**src/rtl/relin_result_collector_pkg.sv**
```systemverilog
// Shared types and default sizing for the relinearisation result collector.
package relin_result_collector_pkg;

  localparam int unsigned BIT_WIDTH      = 5;
  localparam int unsigned TILE_N         = 2;
  localparam int unsigned DEGREE_N       = 8;
  localparam int unsigned Q_MOD          = 17;
  localparam int unsigned FIFO_DEPTH_DEF = 4;

  typedef enum logic [1:0] {
    IDLE,
    COLLECT,
    DRAIN,
    DONE
  } coll_state_e;

  // Index width that stays at least one bit for degenerate single-entry ranges.
  function automatic int unsigned idx_width(input int unsigned n);
    return (n > 1) ? $clog2(n) : 1;
  endfunction

endpackage

```
**src/rtl/relin_result_collector_if.sv**
```systemverilog
// Tile stream bundle: relin c0/c1 tiles in, mod-Q sum tiles out to writeback.
interface relin_result_collector_if #(
  parameter int unsigned DATA_WIDTH = 5,
  parameter int unsigned TILE_WIDTH = 2,
  parameter int unsigned IDX_W      = 2
);
  logic                                  valid_i;
  logic [TILE_WIDTH-1:0][DATA_WIDTH-1:0] c0_coeff_i;
  logic [TILE_WIDTH-1:0][DATA_WIDTH-1:0] c1_coeff_i;
  logic                                  ready_o;
  logic [TILE_WIDTH-1:0][DATA_WIDTH-1:0] c0_coeff_o;
  logic [TILE_WIDTH-1:0][DATA_WIDTH-1:0] c1_coeff_o;
  logic [IDX_W-1:0]                      tile_idx_o;
  logic                                  valid_o;
  logic                                  ready_i;

  modport slave (
    input  valid_i, c0_coeff_i, c1_coeff_i, ready_i,
    output ready_o, c0_coeff_o, c1_coeff_o, tile_idx_o, valid_o
  );

  modport master (
    output valid_i, c0_coeff_i, c1_coeff_i, ready_i,
    input  ready_o, c0_coeff_o, c1_coeff_o, tile_idx_o, valid_o
  );
endinterface

```
**src/rtl/relin_result_collector_mod_add_tile.sv**
```systemverilog
// Combinational TILE_WIDTH-lane modular adder; both operands are already below MOD_VALUE.
module relin_result_collector_mod_add_tile #(
  parameter int unsigned DATA_WIDTH = 5,
  parameter int unsigned TILE_WIDTH = 2,
  parameter int unsigned MOD_VALUE  = 17
) (
  input  logic [TILE_WIDTH-1:0][DATA_WIDTH-1:0] a_i,
  input  logic [TILE_WIDTH-1:0][DATA_WIDTH-1:0] b_i,
  output logic [TILE_WIDTH-1:0][DATA_WIDTH-1:0] sum_o
);
  localparam logic [DATA_WIDTH:0] MODQ = (DATA_WIDTH+1)'(MOD_VALUE);

  logic [TILE_WIDTH-1:0][DATA_WIDTH:0] raw;

  always_comb begin
    raw   = '0;
    sum_o = '0;
    for (int unsigned j = 0; j < TILE_WIDTH; j++) begin
      raw[j]   = {1'b0, a_i[j]} + {1'b0, b_i[j]};
      sum_o[j] = (raw[j] >= MODQ) ? DATA_WIDTH'(raw[j] - MODQ) : raw[j][DATA_WIDTH-1:0];
    end
  end
endmodule

```
**src/rtl/relin_result_collector.sv**
```systemverilog
// Adds relinearised c0/c1 tiles to the base ciphertext mod Q, buffers the sums
// in a small tile FIFO and pulses done_o once a whole ciphertext has drained.
module relin_result_collector
  import relin_result_collector_pkg::*;
#(
  parameter int unsigned DATA_WIDTH = BIT_WIDTH,
  parameter int unsigned TILE_WIDTH = TILE_N,
  parameter int unsigned DEGREE     = DEGREE_N,
  parameter int unsigned MOD_VALUE  = Q_MOD,
  parameter int unsigned FIFO_DEPTH = FIFO_DEPTH_DEF
) (
  input  logic                                 clk,
  input  logic                                 rst,
  input  logic                                 start_i,
  input  logic [1:0][DEGREE-1:0][DATA_WIDTH-1:0] base_ct_i,
  relin_result_collector_if.slave              bus,
  output logic                                 done_o,
  output logic                                 overflow_o
);
  localparam int unsigned NUM_TILES = DEGREE / TILE_WIDTH;
  localparam int unsigned IDX_W     = idx_width(NUM_TILES);
  localparam int unsigned PTR_W     = idx_width(FIFO_DEPTH);
  localparam int unsigned CNT_W     = $clog2(FIFO_DEPTH + 1);

  typedef logic [TILE_WIDTH-1:0][DATA_WIDTH-1:0] tile_t;
  typedef tile_t [NUM_TILES-1:0]                 poly_t;
  typedef struct packed {
    tile_t            c0;
    tile_t            c1;
    logic [IDX_W-1:0] idx;
  } entry_t;

  coll_state_e      state_q, state_d;
  logic [IDX_W-1:0] rx_cnt_q, rx_cnt_d;
  logic             stg_vld_q;
  entry_t           stg_q, stg_d;
  entry_t           fifo_q [FIFO_DEPTH];
  logic [PTR_W-1:0] wr_ptr_q, rd_ptr_q;
  logic [CNT_W-1:0] count_q, count_d;
  logic             ovf_q;

  poly_t  base0, base1;
  tile_t  sum0, sum1;
  entry_t head;
  logic   accept, last_tile, empty, full, pop, push, drop, drain_empty;

  // View each base polynomial as an array of tiles so the rx counter selects directly.
  assign base0 = base_ct_i[0];
  assign base1 = base_ct_i[1];

  relin_result_collector_mod_add_tile #(
    .DATA_WIDTH(DATA_WIDTH), .TILE_WIDTH(TILE_WIDTH), .MOD_VALUE(MOD_VALUE)
  ) u_add_c0 (
    .a_i(base0[rx_cnt_q]), .b_i(bus.c0_coeff_i), .sum_o(sum0)
  );

  relin_result_collector_mod_add_tile #(
    .DATA_WIDTH(DATA_WIDTH), .TILE_WIDTH(TILE_WIDTH), .MOD_VALUE(MOD_VALUE)
  ) u_add_c1 (
    .a_i(base1[rx_cnt_q]), .b_i(bus.c1_coeff_i), .sum_o(sum1)
  );

  assign accept    = (state_q == COLLECT) && bus.valid_i;
  assign last_tile = (rx_cnt_q == IDX_W'(NUM_TILES - 1));
  assign empty     = (count_q == '0);
  assign full      = (count_q == CNT_W'(FIFO_DEPTH));
  assign pop       = !empty && bus.ready_i;
  assign push      = stg_vld_q && (!full || pop);
  assign drop      = stg_vld_q && full && !pop;
  // Leave DRAIN in the cycle the last entry pops so done_o lands one cycle later.
  assign drain_empty = !stg_vld_q && (empty || ((count_q == CNT_W'(1)) && pop));

  always_ff @(posedge clk) begin
    if (rst) state_q <= IDLE;
    else     state_q <= state_d;
  end

  always_comb begin
    state_d = state_q;
    unique case (state_q)
      IDLE:    if (start_i)               state_d = COLLECT;
      COLLECT: if (accept && last_tile)   state_d = DRAIN;
      DRAIN:   if (drain_empty)           state_d = DONE;
      DONE:                               state_d = IDLE;
      default:                            state_d = IDLE;
    endcase
  end

  always_comb begin
    bus.ready_o = (state_q == COLLECT) && !full;
    done_o      = (state_q == DONE);
  end

  always_comb begin
    rx_cnt_d = rx_cnt_q;
    if ((state_q == IDLE) && start_i) rx_cnt_d = '0;
    else if (accept)                  rx_cnt_d = rx_cnt_q + IDX_W'(1);

    stg_d = stg_q;
    if (accept) stg_d = '{c0: sum0, c1: sum1, idx: rx_cnt_q};

    count_d = count_q;
    if (push && !pop)      count_d = count_q + CNT_W'(1);
    else if (pop && !push) count_d = count_q - CNT_W'(1);
  end

  always_ff @(posedge clk) begin
    if (rst) begin
      rx_cnt_q  <= '0;
      stg_vld_q <= 1'b0;
      stg_q     <= '0;
      wr_ptr_q  <= '0;
      rd_ptr_q  <= '0;
      count_q   <= '0;
      ovf_q     <= 1'b0;
    end else begin
      rx_cnt_q  <= rx_cnt_d;
      stg_vld_q <= accept;
      stg_q     <= stg_d;
      count_q   <= count_d;
      if (push) wr_ptr_q <= wr_ptr_q + PTR_W'(1);
      if (pop)  rd_ptr_q <= rd_ptr_q + PTR_W'(1);
      if (drop) ovf_q    <= 1'b1;
    end
  end

  always_ff @(posedge clk) begin
    if (push) fifo_q[wr_ptr_q] <= stg_q;
  end

  // Outputs read zero whenever nothing is buffered, including straight after reset.
  assign head           = empty ? '0 : fifo_q[rd_ptr_q];
  assign bus.valid_o    = !empty;
  assign bus.c0_coeff_o = head.c0;
  assign bus.c1_coeff_o = head.c1;
  assign bus.tile_idx_o = head.idx;
  assign overflow_o     = ovf_q;

endmodule

```
**src/flat_wrapper.sv**
```systemverilog
// flat-port wrapper written by rule: the top's interface ports become plain ports
module relin_result_collector_flat import relin_result_collector_pkg::*;
#(
  parameter int unsigned DATA_WIDTH = BIT_WIDTH,
  parameter int unsigned TILE_WIDTH = TILE_N,
  parameter int unsigned DEGREE     = DEGREE_N,
  parameter int unsigned MOD_VALUE  = Q_MOD,
  parameter int unsigned FIFO_DEPTH = FIFO_DEPTH_DEF
)
  (clk, rst, start_i, base_ct_i, done_o, overflow_o, bus_valid_i, bus_c0_coeff_i, bus_c1_coeff_i, bus_ready_i, bus_ready_o, bus_c0_coeff_o, bus_c1_coeff_o, bus_tile_idx_o, bus_valid_o);
  relin_result_collector_if #(.DATA_WIDTH(DATA_WIDTH), .TILE_WIDTH(TILE_WIDTH), .IDX_W(2)) bus_i ();
  input  logic clk;
  input  logic rst;
  input  logic start_i;
  input  logic [1:0][DEGREE-1:0][DATA_WIDTH-1:0] base_ct_i;
  output logic done_o;
  output logic overflow_o;
  input wire logic [$bits(bus_i.valid_i)-1:0] bus_valid_i;
  input wire logic [$bits(bus_i.c0_coeff_i)-1:0] bus_c0_coeff_i;
  input wire logic [$bits(bus_i.c1_coeff_i)-1:0] bus_c1_coeff_i;
  input wire logic [$bits(bus_i.ready_i)-1:0] bus_ready_i;
  output wire logic [$bits(bus_i.ready_o)-1:0] bus_ready_o;
  output wire logic [$bits(bus_i.c0_coeff_o)-1:0] bus_c0_coeff_o;
  output wire logic [$bits(bus_i.c1_coeff_o)-1:0] bus_c1_coeff_o;
  output wire logic [$bits(bus_i.tile_idx_o)-1:0] bus_tile_idx_o;
  output wire logic [$bits(bus_i.valid_o)-1:0] bus_valid_o;
  assign bus_i.valid_i = bus_valid_i;
  assign bus_i.c0_coeff_i = bus_c0_coeff_i;
  assign bus_i.c1_coeff_i = bus_c1_coeff_i;
  assign bus_i.ready_i = bus_ready_i;
  assign bus_ready_o = bus_i.ready_o;
  assign bus_c0_coeff_o = bus_i.c0_coeff_o;
  assign bus_c1_coeff_o = bus_i.c1_coeff_o;
  assign bus_tile_idx_o = bus_i.tile_idx_o;
  assign bus_valid_o = bus_i.valid_o;
  relin_result_collector #(.DATA_WIDTH(DATA_WIDTH), .TILE_WIDTH(TILE_WIDTH), .DEGREE(DEGREE), .MOD_VALUE(MOD_VALUE), .FIFO_DEPTH(FIFO_DEPTH)) u_core (.clk(clk), .rst(rst), .start_i(start_i), .base_ct_i(base_ct_i), .bus(bus_i), .done_o(done_o), .overflow_o(overflow_o));
endmodule
```
**config.mk**
```make
export PLATFORM = sky130hd
export DESIGN_NAME = relin_result_collector_flat
export DESIGN_NICKNAME = d
export VERILOG_FILES = /design/src/rtl/relin_result_collector_pkg.sv /design/src/rtl/relin_result_collector_if.sv /design/src/rtl/relin_result_collector_mod_add_tile.sv /design/src/rtl/relin_result_collector.sv /design/src/flat_wrapper.sv
export SDC_FILE = /design/constraint.sdc
export NUM_CORES = 1
export LEC_CHECK = 0
export ABC_CLOCK_PERIOD_IN_PS = 10500
export CAP_MARGIN = 0
export CORE_MARGIN = 2
export CORE_UTILIZATION = 57
export DETAILED_ROUTE_END_ITERATION = 8
export GPL_TIMING_DRIVEN = 0
export PLACE_DENSITY = 0.87
export SYNTH_ARGS = -nofsm -noshare
export SYNTH_HDL_FRONTEND = slang
export SYNTH_SLANG_ARGS = --single-unit
```
**constraint.sdc**
```tcl
create_clock -name clk -period 10.5 [get_ports clk]
set_clock_uncertainty 0.1 [all_clocks]
set_input_delay 3.15 -clock clk [delete_from_list [all_inputs] [get_ports clk]]
set_output_delay 3.15 -clock clk [all_outputs]
set_load 0.03 [all_outputs]
```
# Yosys cells after proc, flatten, opt, wreduce, memory -nomap -nowiden
# Memories as Yosys holds them, arrays and structs flattened. A register that Yosys moved wholly into a read port is not among the register bits.
# Cells that the tools add are included.
[classes]
add_sub_neg = 13
n_lt_le_gt_ge = 5
eq_ne = 9
muxes = 19
n_reduce_logical = 24
[op_table]
columns = ["cell", "n"]
rows = [
  ["10-bit binary-select mux with 2-bit select", 2],
  ["5-bit by 5-bit adder with 6-bit output", 4],
  ["6-bit by 5-bit >= comparator with 1-bit output (second input constant)", 4],
  ["22-bit 2-to-1 mux", 1],
  ["10-bit 2-to-1 mux", 2],
  ["5-bit 2-to-1 mux", 4],
  ["5-bit subtractor (second input constant)", 4],
  ["1-bit logical AND", 12],
  ["2-bit 2-to-1 mux", 5],
  ["2-bit case mux with 4 select lines", 1],
  ["2-bit by 1-bit adder with 2-bit output (second input constant)", 3],
  ["2-bit == test (second input constant)", 3],
  ["3-bit 2-to-1 mux", 2],
  ["1-bit zero test", 5],
  ["2-bit by 1-bit inequality test with 1-bit output (second input constant)", 2],
  ["3-bit by 1-bit adder with 3-bit output (second input constant)", 1],
  ["3-bit by 1-bit == test with 1-bit output (second input constant)", 1],
  ["3-bit == test (second input constant)", 1],
  ["3-bit zero test", 1],
  ["2-bit by 3-bit less-than comparator with 1-bit output (second input constant)", 1],
  ["3-bit AND reduction", 1],
  ["3-bit by 1-bit subtractor with 3-bit output (second input constant)", 1],
  ["2-bit by 1-bit == test with 1-bit output (second input constant)", 1],
  ["2-bit zero test", 1],
  ["other kinds (5)", 7],
]
[totals]
reg_bits = 35
ramBits = 88
input_bits = 105
output_inout_bits = 26
word_cells = 83
mem_count = 1
[memory_table]
columns = ["memory", "depth", "width", "read_ports", "rd_ports_with_merged_regs", "write_ports", "line", "source"]
rows = [
  ["u_core.fifo_q", 4, 22, 1, 1, 1, "relin_result_collector.sv:37", "entry_t fifo_q [FIFO_DEPTH];"],
]

# Logic depth before layout (Yosys ltp)
[depth]
ltp_word = 9
ltp_mapped = 11
mapped_depth_nobuf = 10

# Modules after synthesis
# From an unflattened synthesis, not the netlist that was laid out.
[hier_totals]
cells_unflattened = 564
hier_area_um2 = 7040.5
[by_module_without_submodules]
columns = ["module", "instances", "cells_per_inst", "area_each_um2", "seq_area_each_um2"]
rows = [
  ["relin_result_collector", 1, 362, 5466.5, 3383.2],
  ["relin_result_collector_mod_add_tile", 2, 101, 787.0, 0.0],
]

# Worst setup path before layout
# No wires, ideal clock.
[synth_timing]
kind = "input port to flip-flop"
startpoint = "in base_ct_i[30] in the netlist's numbering"
endpoint = "reg u_core.stg_q[12] in the netlist's numbering"
setup_ns = 0.062
t_arrival_ns = 5.402
t_required_ns = 10.338
setup_slack_ns = 4.937
cell_stages = 10
path_buffers = 0
cell_sequence = "mux4_2 ha_1 inv_1 fa_1 ha_1 inv_1 o2111ai_2 a21o_1 or4_1 nand3_1"
[synth_between]
elab_chain_cells = 5
elab_cells_between_ends = 6
classes_between = "2 x add/sub; 1 x order compare; 3 x mux"
[synth_lines]
columns = ["element", "line", "source"]
rows = [
  ["start, declared", "flat_wrapper.sv:15", "input logic [1:0][DEGREE-1:0][DATA_WIDTH-1:0] base_ct_i;"],
  ["10-bit binary-select mux with 2-bit select (*)", "relin_result_collector.sv:54", ".a_i(base0[rx_cnt_q]), .b_i(bus.c0_coeff_i), .sum_o(sum0)"],
  ["10-bit 2-to-1 mux (not written as such) (*)", "relin_result_collector.sv:54", ""],
  ["5-bit by 5-bit adder with 6-bit output (*)", "relin_result_collector_mod_add_tile.sv:19", "raw[j] = {1'b0, a_i[j]} + {1'b0, b_i[j]};"],
  ["5-bit subtractor or 6-bit by 5-bit >= comparator with 1-bit output (tied branches)", "relin_result_collector_mod_add_tile.sv:20", "sum_o[j] = (raw[j] >= MODQ) ? DATA_WIDTH'(raw[j] - MODQ) : raw[j][DATA_WIDTH-1:0];"],
  ["5-bit 2-to-1 mux (*)", "relin_result_collector_mod_add_tile.sv:20", ""],
  ["end signal, assigned", "relin_result_collector.sv:119", "stg_q <= stg_d;"],
  ["end, declared", "relin_result_collector.sv:36", "entry_t stg_q, stg_d;"],
]
# Every way passes the cells marked *; elsewhere a longest branch is shown, timed or not. The select of a mux whose other input is x is not followed.
# A chain may end at the register's enable or synchronous reset.

==> flow_metrics.tcl <==
set metrics [dict create \
    worstSkewPairLatency_ps 420 \
    nets 811 \
    period_share 0.559 \
    cp_data_arrival_time_ps 2620 \
    cp.buffers_inverters 2 \
    setup_slack_ps 4630 \
    synth_seq_cells 125 \
    critPathMaxFanout 10 \
    crit_required_ps 7250 \
    maxUsedRoutingLayer "met4" \
    ys_warn_count 0 \
    synth_fa_ha_area_frac 0.0913 \
    hold_class "register to register" \
    slowest_delay_ps 600 \
    rrSetupSlack_ps 6900 \
    grt_pass1_wl_um 25600 \
    violations "design-rule violations" \
    wl_met1_um 5710 \
    final_cells 815 \
    slew_viol_final 0 \
    drc 5 \
    grt_max_degree 23 \
    synth_top_area_share 0.390 \
    rsz0062_at_grt "no" \
    htreeDepth 4 \
    post_drt_wl_per_cell_um 19.3 \
    cts_tree "built" \
    power_density_mw_per_mm2 229 \
    syn_avg_cell_area_um2 13.3 \
    dpl.hpwl_um 11100 \
    cts_root_buffer "clkbuf_16" \
    die_y_um 113 \
    setup_viol 0 \
    layout-drive-gt1-share 0.147 \
    power_uw 2030 \
    ir_worst_vdd_mv 0.150 \
    netlist_top_cells_count "edfxtp_1 (88), ha_1 (43), mux4_2 (42)" \
    synth-compound-area-share 0.0915 \
    route.antenna.remaining_nets 0 \
    port-buffer-count 130 \
    chipWidth_um 113 \
    yosys.area.top_type "edfxtp_1" \
    min_delay_worst_endpoint "u_core.overflow_o$_SDFFE_PP0P_" \
    wl_met2_um 8370 \
    post_cts_buffers 0 \
    synth_xor_area_frac 0.0205 \
    crit_chain "clkbuf_1 -> mux4_2 -> and2_1 -> clkdlybuf4s50_1" \
    cts_buffers 17 \
    holdCritStartpoint "u_core.overflow_o$_SDFFE_PP0P_" \
    final-seq-area_mm2 0.00338 \
    layout_min_cycle_time_ps 5870 \
    cp-end-kind "primary output" \
    ff2ff_path_depth 11 \
    post-place-ws_ps 4350 \
    max_slew.worst_pin.slew_ps 1180 \
    path_class "register to primary output" \
    ys_seq_area_frac 0.500 \
    viasPerCell 5.98 \
    hold_viol_final 0 \
    r2r_end "u_core.stg_q[7]$_SDFFE_PP0P_" \
    worst_hold_slack_ps 392 \
    antenna_cells 0 \
    antenna_found_initial 0 \
    drt-initial-drc-count 410 \
    start_kind "register" \
    reg2reg_from "u_core.rx_cnt_q[0]$_SDFFE_PP0P_" \
    synthSimpleGateAreaFrac 0.113 \
    clockBufferDepth 2 \
    hold_depth 2 \
    multi_input_comb_area_mm2 0.00318 \
    synthTopCellsByArea "edfxtp_1 (39%), mux4_2 (14%), dfxtp_1 (11%), ha_1 (7.9%), and2_1 (2.7%)" \
    crit_slowest_cell "clkdlybuf4s50_1" \
    wl_met3_um 1230 \
    status "finished with violations" \
    core_mm2 0.0115 \
    cap_violations 0 \
    die-area_mm2 0.0128 \
    synth.most_common_cell "edfxtp_1" \
    gp_congestion 0.848 \
    synth_cell_types 56 \
    syn_nets 662 \
    max_slew_margin 0.215 \
    setup_tns_ps 0 \
    synth_edf_count 88 \
    ctsHoldBuffers 0 \
    ys.flop_type "edfxtp_1" \
    cellLeakagePower_uw 0.00320 \
    num_rows 39 \
    totalWireLength_um 15700 \
    cts_resized 0 \
    async_flop_share 0 \
    synth_area_mm2 0.00677 \
    grt_pass1_vias 5255 \
    initial_core_util 0.588 \
    vias 4876 \
    n_fill_cell 713 \
    max_freq_ghz 0.170 \
    drt_first_pass_iters 7 \
    grt_usage 0.263 \
    cts_sinks 125 \
    synth_top_family_by_area "multiplexers" \
    synthCells 510 \
    overflow 0 \
    crit_family "buffers and inverters" \
    io_pins 131 \
    muxShareOfSynthArea 0.153 \
    clk_pin_slew_worst_paths_ps 50 \
    areaGrowthSynthToFinish_pct 30.8 \
    placedCellCount 783 \
]
==> registers in the layout, summed over array words and instances, names as in the netlist, named ones only <==
signal / flops
u_core.rx_cnt_q: 2
u_core.stg_q: 22
u_core.rd_ptr_q: 2
u_core.state_q: 2
u_core.overflow_o: 1
u_core.wr_ptr_q: 2
u_core.fifo_q: 88
u_core.stg_vld_q: 1
u_core.count_q: 3
==> through the flow <==
step	instance area, um^2	utilization
floorplan	6770	-
global placement	8250	0.716
detailed placement	8250	0.716
CTS	8850	0.769
global route	8850	0.769
finish	8850	0.769
==> worst max path at each step <==
stage,start,end,slack (ps),cells after the start
global placement,base_ct_i[0],u_core.stg_q[12]$_SDFFE_PP0P_,4410,11
detailed placement,base_ct_i[0],u_core.stg_q[12]$_SDFFE_PP0P_,4350,11
finish,register,bus_tile_idx_o[1],4630,4
global route,register,bus_tile_idx_o[1],4500,4
CTS,register,bus_tile_idx_o[1],4590,4
floorplan,base_ct_i[30],u_core.stg_q[12]$_SDFFE_PP0P_,4940,10
==> worst min-delay path, delay by kind of cell (launching register included) <==
| kind | cells | cell delay, ps |
|---|---|---|
| compound gates | 1 | 50 |
| flops | 1 | 330 |
| simple gates | 1 | 80 |
==> report_power, final <==
part	leakage, uW	internal, uW	switching, uW
sequential	0.00111	588	46.7
combinational	0.00180	362	435
clock	0.000286	394	205
==> cells by family (layout without fill, tap and decap cells) <==
| logic type | count (synthesis) | after routing |
|---|---|---|
| compound gates | 82 | 82 |
| xor+xnor | 15 | 15 |
| fa+ha+maj | 47 | 47 |
| buf+inv | 47 | 209 |
| flops | 125 | 125 |
| mux | 51 | 51 |
| simple gates | 143 | 143 |
==> final cells by class <==
type / instances / area share
multi-input cells: 338 / 0.359
repair buffers: 130 / 0.147
flip-flops and latches: 125 / 0.382
plain buffers: 22 / 0.0124
clock buffers: 20 / 0.0493
clock inverters: 12 / 0.0192
well taps: 143 / 0.0202
inverters: 25 / 0.0106
==> placed cells by master (no fill, tap or decap), types with 5 or more instances in the layout <==
cell | Yosys | layout
clkdlybuf4s50_1 | 0 | 130
a21o_1 | 5 | 5
dfxtp_1 | 37 | 37
nand2b_1 | 5 | 5
edfxtp_1 | 88 | 88
inv_1 | 25 | 25
and2_1 | 29 | 29
nor3_1 | 15 | 15
mux2i_1 | 7 | 7
and3_1 | 7 | 7
nand2_1 | 20 | 20
nand3_1 | 7 | 7
mux4_2 | 42 | 42
ha_1 | 43 | 43
xor2_1 | 10 | 10
a211oi_1 | 12 | 12
or4_1 | 5 | 5
nor2_1 | 36 | 36
clkbuf_1 | 13 | 16
a21oi_1 | 26 | 26
clkbuf_16 | 0 | 17
==> per-layer routing <==
metal	GRT usage	vias to the layer above
met1	0.300	2343
met3	0.0477	32
met5	0	-
li1	-	2254
met4	0.0943	0
met2	0.494	247
Power figures use the tool's default switching activity.
